## config.mk

```make
export PLATFORM = sky130hd
export DESIGN_NAME = sga_render_engine
export DESIGN_NICKNAME = d
export VERILOG_FILES = /design/src/rtl/sga_render_pkg.sv /design/src/rtl/sga_fb_clear_counter.sv /design/src/rtl/sga_render_engine.sv
export SDC_FILE = /design/constraint.sdc
export NUM_CORES = 1
export LEC_CHECK = 0
export ABC_AREA = 1
export BUFFER_PORTS_ARGS = -buffer_cell sky130_fd_sc_hd__buf_2
export CAP_MARGIN = 25
export CORE_MARGIN = 5
export CORE_UTILIZATION = 40
export DETAILED_ROUTE_END_ITERATION = 16
export PLACE_DENSITY = 0.74
export SLEW_MARGIN = 20
export SYNTH_ARGS = -nofsm -noshare
export SYNTH_HDL_FRONTEND = slang
export SYNTH_SLANG_ARGS = --single-unit
export TNS_END_PERCENT = 5
```

## constraint.sdc

```tcl
create_clock -name clock -period 1.5 [get_ports clock]
set_input_delay 0.45 -clock clock [delete_from_list [all_inputs] [get_ports clock]]
set_output_delay 0.45 -clock clock [all_outputs]
set_load 0.01 [all_outputs]
```

## src/rtl/sga_render_pkg.sv

```systemverilog
`default_nettype none
// ============================================================================
// Module      : sga_render_pkg
// Description : Shared types and constants for the Snake Game Arcade render
//               engine: FSM state encoding, frame-buffer pixel codes and the
//               frame-buffer depth helper.
// Ports       : none (package)
// Revision    : 1.0 - initial release
// ============================================================================
package sga_render_pkg;

    localparam int SGA_COORD_W = 3;
    localparam int SGA_SIZE_W  = 4;

    // Encoding is visible on db_state, so the values are fixed explicitly.
    typedef enum logic [2:0] {
        ST_IDLE  = 3'd0,
        ST_CLEAR = 3'd1,
        ST_READ  = 3'd2,
        ST_WAIT  = 3'd3,
        ST_WRITE = 3'd4,
        ST_APPLE = 3'd5
    } render_state_t;

    localparam logic [1:0] PIX_EMPTY = 2'b00;
    localparam logic [1:0] PIX_BODY  = 2'b01;
    localparam logic [1:0] PIX_HEAD  = 2'b10;
    localparam logic [1:0] PIX_APPLE = 2'b11;

    // Number of pixels on a square board of 2^coord_w per side.
    function automatic int fb_depth(input int coord_w);
        return 1 << (2 * coord_w);
    endfunction

    localparam int FB_DEPTH = fb_depth(SGA_COORD_W);

endpackage
`default_nettype wire

```

## src/rtl/sga_fb_clear_counter.sv

```systemverilog
`default_nettype none
// ============================================================================
// Module      : sga_fb_clear_counter
// Description : Frame-buffer clear sweep counter. Walks every pixel address
//               once and flags the final address so the FSM knows the sweep
//               is done.
// Ports       : clk       - clock
//               rst       - synchronous active-high reset
//               i_restart - force the sweep back to address 0
//               i_en      - advance one address
//               o_addr    - current sweep address
//               o_last    - current address is the last pixel
// Revision    : 1.0 - initial release
// ============================================================================
module sga_fb_clear_counter
    import sga_render_pkg::*;
#(
    parameter int COORD_W = SGA_COORD_W
) (
    input  logic                   clk,
    input  logic                   rst,
    input  logic                   i_restart,
    input  logic                   i_en,
    output logic [2*COORD_W-1:0]   o_addr,
    output logic                   o_last
);

    localparam int ADDR_W = 2 * COORD_W;
    localparam logic [ADDR_W-1:0] c_last_addr = ADDR_W'(fb_depth(COORD_W) - 1);

    logic [ADDR_W-1:0] r_addr;

    // Restart wins over enable so a new clear always begins at pixel 0.
    // After the last pixel the counter wraps to 0, ready for the next frame.
    always_ff @(posedge clk) begin
        if (rst || i_restart) begin
            r_addr <= '0;
        end else if (i_en) begin
            r_addr <= r_addr + 1'b1;
        end
    end

    assign o_addr = r_addr;
    assign o_last = (r_addr == c_last_addr);

endmodule
`default_nettype wire

```

## src/rtl/sga_render_engine.sv

```systemverilog
`default_nettype none
// ============================================================================
// Module      : sga_render_engine
// Description : Render handshake responder. render_clr clears the frame
//               buffer and latches the snake length; each render_count step
//               draws one body segment (read from the 1-cycle-latency body
//               RAM) and finally the apple, then raises render_finish.
// Ports       : clock, reset          - clock, sync active-high reset
//               render_clr            - clear frame / latch snake_size
//               render_count          - draw next object (ignored when busy)
//               snake_size, apple_pos - frame inputs
//               seg_rd_addr/seg_rd_data - body RAM read port
//               fb_we/fb_addr/fb_data - frame buffer write port
//               busy, render_finish, db_state - status
// Options     : SGA_RENDER_HEAD_MARK_EN - segment 0 drawn with the head code
// Revision    : 1.0 - initial release
// ============================================================================
module sga_render_engine
    import sga_render_pkg::*;
#(
    parameter int COORD_W = SGA_COORD_W,
    parameter int SIZE_W  = SGA_SIZE_W
) (
    input  logic                   clock,
    input  logic                   reset,
    input  logic                   render_clr,
    input  logic                   render_count,
    input  logic [SIZE_W-1:0]      snake_size,
    input  logic [2*COORD_W-1:0]   apple_pos,
    output logic [SIZE_W-1:0]      seg_rd_addr,
    input  logic [2*COORD_W-1:0]   seg_rd_data,
    output logic                   fb_we,
    output logic [2*COORD_W-1:0]   fb_addr,
    output logic [1:0]             fb_data,
    output logic                   busy,
    output logic                   render_finish,
    output logic [2:0]             db_state
);

    localparam int PIX_W = 2 * COORD_W;

    render_state_t      r_state,      w_state_n;
    // One extra bit so idx can equal a full-length snake without wrapping.
    logic [SIZE_W:0]    r_idx,        w_idx_n;
    logic [SIZE_W-1:0]  r_size_q,     w_size_n;
    logic               r_apple_done, w_apple_done_n;
    logic               r_finish,     w_finish_n;

    // Frame-buffer address/data hold their last written values when idle.
    logic [PIX_W-1:0]   r_fb_addr_hold;
    logic [1:0]         r_fb_data_hold;

    logic               w_fb_we;
    logic [PIX_W-1:0]   w_fb_addr;
    logic [1:0]         w_fb_data;
    logic [1:0]         w_seg_code;

    logic [PIX_W-1:0]   w_clr_addr;
    logic               w_clr_last;

    sga_fb_clear_counter #(
        .COORD_W   (COORD_W)
    ) u_clear_counter (
        .clk       (clock),
        .rst       (reset),
        .i_restart (render_clr),
        .i_en      (r_state == ST_CLEAR),
        .o_addr    (w_clr_addr),
        .o_last    (w_clr_last)
    );

`ifdef SGA_RENDER_HEAD_MARK_EN
    assign w_seg_code = (r_idx == '0) ? PIX_HEAD : PIX_BODY;
`else
    assign w_seg_code = PIX_BODY;
`endif

    always_comb begin
        w_state_n      = r_state;
        w_idx_n        = r_idx;
        w_size_n       = r_size_q;
        w_apple_done_n = r_apple_done;
        w_fb_we        = 1'b0;
        w_fb_addr      = r_fb_addr_hold;
        w_fb_data      = r_fb_data_hold;

        unique case (r_state)
            ST_IDLE: begin
                if (render_count) begin
                    if (r_idx < {1'b0, r_size_q}) begin
                        w_state_n = ST_READ;
                    end else if (!r_apple_done) begin
                        w_state_n = ST_APPLE;
                    end
                end
            end
            ST_CLEAR: begin
                w_fb_we   = 1'b1;
                w_fb_addr = w_clr_addr;
                w_fb_data = PIX_EMPTY;
                if (w_clr_last) begin
                    w_state_n = ST_IDLE;
                end
            end
            // seg_rd_addr follows idx, so the RAM sees a stable address in
            // READ and WAIT and the data is valid throughout WRITE.
            ST_READ:  w_state_n = ST_WAIT;
            ST_WAIT:  w_state_n = ST_WRITE;
            ST_WRITE: begin
                w_fb_we   = 1'b1;
                w_fb_addr = seg_rd_data;
                w_fb_data = w_seg_code;
                w_idx_n   = r_idx + 1'b1;
                w_state_n = ST_IDLE;
            end
            ST_APPLE: begin
                w_fb_we        = 1'b1;
                w_fb_addr      = apple_pos;
                w_fb_data      = PIX_APPLE;
                w_apple_done_n = 1'b1;
                w_state_n      = ST_IDLE;
            end
            default: w_state_n = ST_IDLE;
        endcase

        // A new frame overrides whatever step is in flight. The write of the
        // current cycle (if any) still completes.
        if (render_clr) begin
            w_state_n      = ST_CLEAR;
            w_idx_n        = '0;
            w_apple_done_n = 1'b0;
            w_size_n       = snake_size;
        end

        // Computed from next-cycle values so the registered flag lines up
        // with the state it describes.
        w_finish_n = (w_state_n == ST_IDLE) && (w_idx_n == {1'b0, w_size_n})
                     && w_apple_done_n;
    end

    always_ff @(posedge clock) begin
        if (reset) begin
            r_state        <= ST_IDLE;
            r_idx          <= '0;
            r_size_q       <= '0;
            r_apple_done   <= 1'b0;
            r_finish       <= 1'b0;
            r_fb_addr_hold <= '0;
            r_fb_data_hold <= PIX_EMPTY;
        end else begin
            r_state        <= w_state_n;
            r_idx          <= w_idx_n;
            r_size_q       <= w_size_n;
            r_apple_done   <= w_apple_done_n;
            r_finish       <= w_finish_n;
            r_fb_addr_hold <= w_fb_addr;
            r_fb_data_hold <= w_fb_data;
        end
    end

    assign seg_rd_addr   = r_idx[SIZE_W-1:0];
    assign fb_we         = w_fb_we;
    assign fb_addr       = w_fb_addr;
    assign fb_data       = w_fb_data;
    assign busy          = (r_state != ST_IDLE);
    assign render_finish = r_finish;
    assign db_state      = r_state;

endmodule
`default_nettype wire

```

==> results of run 1 <==
## path summary, 6_finish.rpt
kind                                           to  slack [ps]
worst min register to register  r_fb_data_hold[0]         470
worst max-delay path                   fb_addr[1]        -440
worst min-delay path                  r_size_q[3]         450
worst max register to register      render_finish         -40
## repair_timing
| action | in CTS | in global routing |
|---|---|---|
| hold endpoints to repair | 0 | 0 |
| endpoints found under the setup margin | 13 | 15 |
| pin swaps | 6 | 3 |
| buffers inserted | 4 | 1 |
| gates resized for setup | 19 | 7 |
## metal layers
layer,global-route usage [%],routed length (um),up-vias
met5,0,0,-
met4,5.22,78,0
met3,3.19,249,7
met2,28.1,2030,51
met1,21.4,1800,719
li1,-,-,839
## flip-flops by register name, indices dropped and copies added (netlist names)
| register | count |
|---|---|
| r_fb_data_hold | 2 |
| r_apple_done | 1 |
| u_clear_counter.o_addr | 6 |
| db_state | 3 |
| render_finish | 1 |
| r_fb_addr_hold | 6 |
| r_idx | 5 |
| r_size_q | 4 |
## worst max-delay path, stage by stage, from the launching register on
cell,delay [ps]
dfxtp_4,390
inv_4,50
nand2_4,90
nor2_8,50
inv_6,90
nor2_1,70
a221oi_2,230
nand2_1,90
buf_2,150
## cell type report
| type | instances | area (um2) | area share (%) |
|---|---|---|---|
| clock buffers | 3 | 41.3 | 1.88 |
| clock inverters | 1 | 30.0 | 1.37 |
| inverters | 29 | 119 | 5.42 |
| multi-input cells | 154 | 898 | 41.0 |
| flip-flops and latches | 28 | 576 | 26.2 |
| well taps | 48 | 60.1 | 2.74 |
| repair buffers | 74 | 469 | 21.4 |
## cells by family after synthesis
logic type               count (synthesis)  synth area share (%)
XOR/XNOR                                 1                 0.571
buffers and inverters                   37                  10.8
flip-flops                              28                  36.5
AO/OA/AOI/OAI                           26                  10.6
adder cells (fa/ha/maj)                  5                  4.07
AND/OR/NAND/NOR                        122                  37.5
## power breakdown
part           internal (uW)  leakage, uW  switching, uW
sequential               763     0.000231           19.7
combinational            151     0.000850            191
clock                    358    0.0000357            245
## through the flow
step / area, um2 / hold slack (ps) / power (uW) / std cells
2_1_floorplan: 1570 / 447 / 964 / 219
3_3_place_gp: 2000 / 455 / 1090 / 328
3_5_place_dp: 2000 / 460 / 1100 / 328
4_1_cts: 2160 / 454 / 1720 / 336
5_1_grt: 2190 / 496 / 1810 / 337
6_report: 2190 / 451 / 1730 / 337
## cells in the final DEF, fill, tap and decap left out
cell type   n
dfxtp_1    22
inv_2       3
and3_1      1
inv_4       2
nand4_1     5
nor3_1      4
clkbuf_8    3
nand3_1     9
nor2_2      5
dfxtp_2     3
o21ai_0     5
nor3_2      2
nor2_8      1
a221oi_2    5
nand2_2     2
o21a_2      1
nor4_1      1
or2_1       1
nor2_4      4
a221oi_4    1
ha_1        5
nor2_1     23
inv_1      23
nand2_4     3
buf_6       1
buf_2      36
xor2_1      1
bufinv_16   1
inv_6       1
dfxtp_4     3
o21ai_2     1
nand3_2     4
buf_4      37
a21oi_1    13
nand2_1    57
==> results.md, run 1 <==
* Outcome: finished, violations left
* Failing checks: setup timing
* Synth top area cells: dfxtp_1 37%, nand2_1 14%, nor2_1 7.1%
* Ys Warns at 0
* Synthesized cell area at 0.00154 mm2
* GPL Wtd Cong at 0.810
* Post-DP HPWL at 3000 um
* Fmax at 515 MHz
* Total gr overflow at 0
* Share of layout cells above drive strength 1 at 41.2%
* VDD IR-drop max at 0.500 mV
* Most frequent cell after synthesis: nand2_1
* Layout area overhead at 42.9%
* Initial antenna violation count at 0
* I/O pin count at 38
* Leak Pwr at 0.00112 uW
* Setup crit start kind: flip-flop
* DR DRC count at 0
* Core ar. at 0.00369 mm2
* Synth area leader: dfxtp_1
* CTS clk-pin slew, worst paths at 100 ps
* Final setup vio count at 11
* Clock sinks at 28
* Antenna Nets Post-Route at 0
* Max Buffers Root-to-Sink at 2
* #FFs+latches synth at 28
* Drt initial violations at 98
* Max Cap Viol at 0
* CTS Hold Bufs at 0
* FP Rows at 22
* Worst path required time at 1050 ps
* I/O Buffers at 37
* Crit share post-route at 129%
* Post-synth EDFFs at 0
* Worst EP arrival at 1490 ps
* Top_reg_cell synth: dfxtp_1
* Dpl ws at -162 ps
* Final Slew Violations at 0
* Nets at 315
* H-Tree Depth at 1
* Post-Syn Instances at 219
* Pin count of the biggest net entering global routing at 19
* Minimum clock period after layout at 1940 ps
* Setup ws final at -442 ps
* Top cell type's share of synthesized area at 36.5%
* Pre-Repair DR Iteration Count at 4
* Synth Net Count at 244
* Wire per inst at 12.3 um
* Mapped Avg Cell Area at 7.01 um2
* Setup TNS at -2760 ps
* RSZ-0062 raised after global routing: yes
* Die span in x at 72.0 um
* Diode count at 0
* Worst Setup End Kind: output port
* Worst setup startpoint: db_state[1]
* Die height at 72.0 um
* Sequential area share after synthesis at 36.5%
* Post-layout util at 59.5%
* Worst Setup Path Type: reg -> out
* Vias per cell at 4.80
* Root Buffer: clkbuf_8
* Rel. slew slack at 75.9%
* Initial core utilization at 41.6%
* Hold path depth at 3
* CTS tree: yes
* Async set or reset register ratio after synthesis at 0%
* P per Cell Area at 788 mW/mm2
* Vias in the first global route at 1547
* Die area at 0.00518 mm2
* Worst skew pair latency at 280 ps
* Overall routing resource usage at 16.6%
* Routed wire length at 4150 um
* Min-delay src: snake_size[3]
* Num CTS Buffers at 3
* Clk_skew at 3.45 ps
* Worst r2r src: r_size_q[3]
* Min-Delay Path Class: in -> reg
* Final count of hold timing violations at 0
* DR vias at 1616
* Yosys cell types at 31
* Fill count at 314
* Worst reg2reg path depth at 12
* Synth cell count leaders: 58 x nand2_1, 29 x nor2_1, 28 x dfxtp_1
* CP Max Fanout at 6
* First-pass GRT wire length at 6930 um
* Worst-margin pin slew at 358 ps
Note: power is estimated with default switching activity, not from simulation.
==> run 2: changes to the inputs <==
--- a/config.mk
+++ b/config.mk
@@ -8,7 +8,6 @@
 export ABC_AREA = 1
 export BUFFER_PORTS_ARGS = -buffer_cell sky130_fd_sc_hd__buf_2
 export CAP_MARGIN = 25
-export CORE_MARGIN = 5
 export CORE_UTILIZATION = 40
 export DETAILED_ROUTE_END_ITERATION = 16
 export PLACE_DENSITY = 0.74
==> run 2 against run 1 <==
  * The run still ends with setup timing left
  * Critical path depth unchanged
  * Die area shrank 21%
  * Clock skew decreased by 0.60 ps
  * Sequential power barely moved
  * Register-to-register slack about the same
  * Non-clock buffer count shrank 2
  * Hold slack better by 12 ps
==> results.md, run 2 (synthesis gave the netlist of run 1 again) <==
* P per Cell Area at 741 mW/mm2
* Worst EP arrival at 1500 ps
* Leak Pwr at 0.00109 uW
* Vias in the first global route at 1422
* Final setup vio count at 11
* Delay-heaviest family, CP: flip-flops
* Die span in x at 64.0 um
* DR vias at 1577
* Routed wire length at 3760 um
* Root Buffer: clkbuf_8
* Layout area overhead at 39.4%
* Filler-free cell count of the finished design at 335
* Clk_skew at 2.85 ps
* Die height at 64.0 um
* Num CTS Buffers at 3
* Inst Count DP at 326
* Max Buffers Root-to-Sink at 2
* Pin count of the biggest net entering global routing at 19
* P_sw at 443 uW
* Post-layout util at 58.4%
* Outcome: finished, violations left
* Overall routing resource usage at 19.7%
* Most frequent cells in the layout: 57 x nand2_1, 36 x buf_2, 35 x buf_4
* CTS tree: yes
* Pre-Repair DR Iteration Count at 4
* Commonest non-fill, non-tap cell in the layout: nand2_1
* RSZ-0062 raised after global routing: yes
* Die area at 0.00409 mm2
* Final instance area at 0.00214 mm2
* Combinational fraction of design power at 20.2%
* Sw frac at 28.0%
* Min-Delay Path Class: in -> reg
* Crit-path slowest cell: dfxtp_4
* Setup crit start kind: flip-flop
* Nets at 313
* Final count of hold timing violations at 0
* Rel. slew slack at 76.2%
* Antenna Nets Post-Route at 0
* Worst Setup End Kind: output port
* Vias per cell at 4.71
* VDD IR-drop max at 0.404 mV
* Clock network fraction of total power at 30.4%
* Clock sinks at 28
* CTS Hold Bufs at 0
* Worst path required time at 1050 ps
* I/O pin count at 38
* CTS clk-pin slew, worst paths at 100 ps
* Initial antenna violation count at 0
* Drt initial violations at 52
* Post-DP HPWL at 2850 um
* Minimum clock period after layout at 1950 ps
* Failing checks: setup timing
* I/O Buffers at 37
* DR DRC count at 0
* Initial core utilization at 41.9%
* Worst skew pair latency at 280 ps
* Worst-path cell chain: inv_4, nand2_4, nor2_8, inv_6, nor2_2, a221oi_2, nand2_1, buf_2
* CP Max Fanout at 6
* Max Cap Viol at 0
* Crit share post-route at 130%
* Dpl ws at -198 ps
* Total gr overflow at 0
* Core ar. at 0.00366 mm2
* H-Tree Depth at 1
* CP Buf/Inv Count at 3
* Critical path's largest stage delay at 400 ps
* Reg power frac at 49.4%
* Int Pwr at 1140 uW
* First-pass GRT wire length at 6360 um
* Fill count at 338
* Setup ws final at -448 ps
* Diode count at 0
* Worst Setup Path Type: reg -> out
* Pwr Total at 1580 uW
* FP Rows at 22
* Cell area after placement at 0.00199 mm2
* Final Slew Violations at 0
* Fmax at 513 MHz
* GPL Wtd Cong at 0.803
* Worst-margin pin slew at 353 ps
* Wire per inst at 11.2 um
* Share of layout cells above drive strength 1 at 39.0%
==> run 2: worst paths after layout <==
check,from,endpoint,slack [ps],cells past startpoint
min,snake_size[3],r_size_q[3],460,3
min reg2reg,r_fb_data_hold[0],r_fb_data_hold[0],470,2
max reg2reg,r_size_q[3],render_finish,-50,12
max,db_state[1],fb_addr[0],-450,8
==> run 2: metrics by stage <==
stage | hold WS (ps) | TNS, ps
after floorplan | 447 | -34.7
after global placement | 457 | -812
after detailed placement | 470 | -1310
after CTS | 455 | -2770
after global routing | 469 | -3780
final | 464 | -2850
==> run 2: power groups by stage <==
stage / clock network (uW) / registers (uW) / logic, uW
floorplan: 0 / 799 / 165
global placement: 0 / 800 / 284
detailed placement: 0 / 801 / 288
CTS: 480 / 782 / 306
global route: 520 / 786 / 356
finish: 482 / 783 / 320
==> run 2: tightest hold or removal path, cell delays in order <==
cell and delay (ps):
buf_2 70, o21ai_0 90, nor2_1 100
==> run 2: final cells by class <==
| cell class | count | area [um2] | area share, % |
|---|---|---|---|
| Inverter | 29 | 116 | 5.44 |
| Sequential cell | 28 | 574 | 26.8 |
| Timing Repair Buffer | 72 | 454 | 21.2 |
| Clock buffer | 4 | 55.1 | 2.57 |
| Multi-Input combinational cell | 154 | 880 | 41.1 |
| Tap cell | 48 | 60.1 | 2.81 |
==> run 2: repair_timing <==
action | in CTS | in global routing
resized for setup | 11 | 8
buffers inserted | 4 | 1
setup endpoints to repair | 13 | 12
pin swaps | 2 | 3
==> run 2: routing by layer <==
| metal | routed length [um] | up-vias | GRT usage [%] |
|---|---|---|---|
| li1 | - | 841 | - |
| met1 | 1840 | 690 | 27.8 |
| met2 | 1700 | 38 | 31.1 |
| met3 | 146 | 8 | 1.25 |
| met4 | 76 | 0 | 7.39 |
| met5 | 0 | - | 0 |
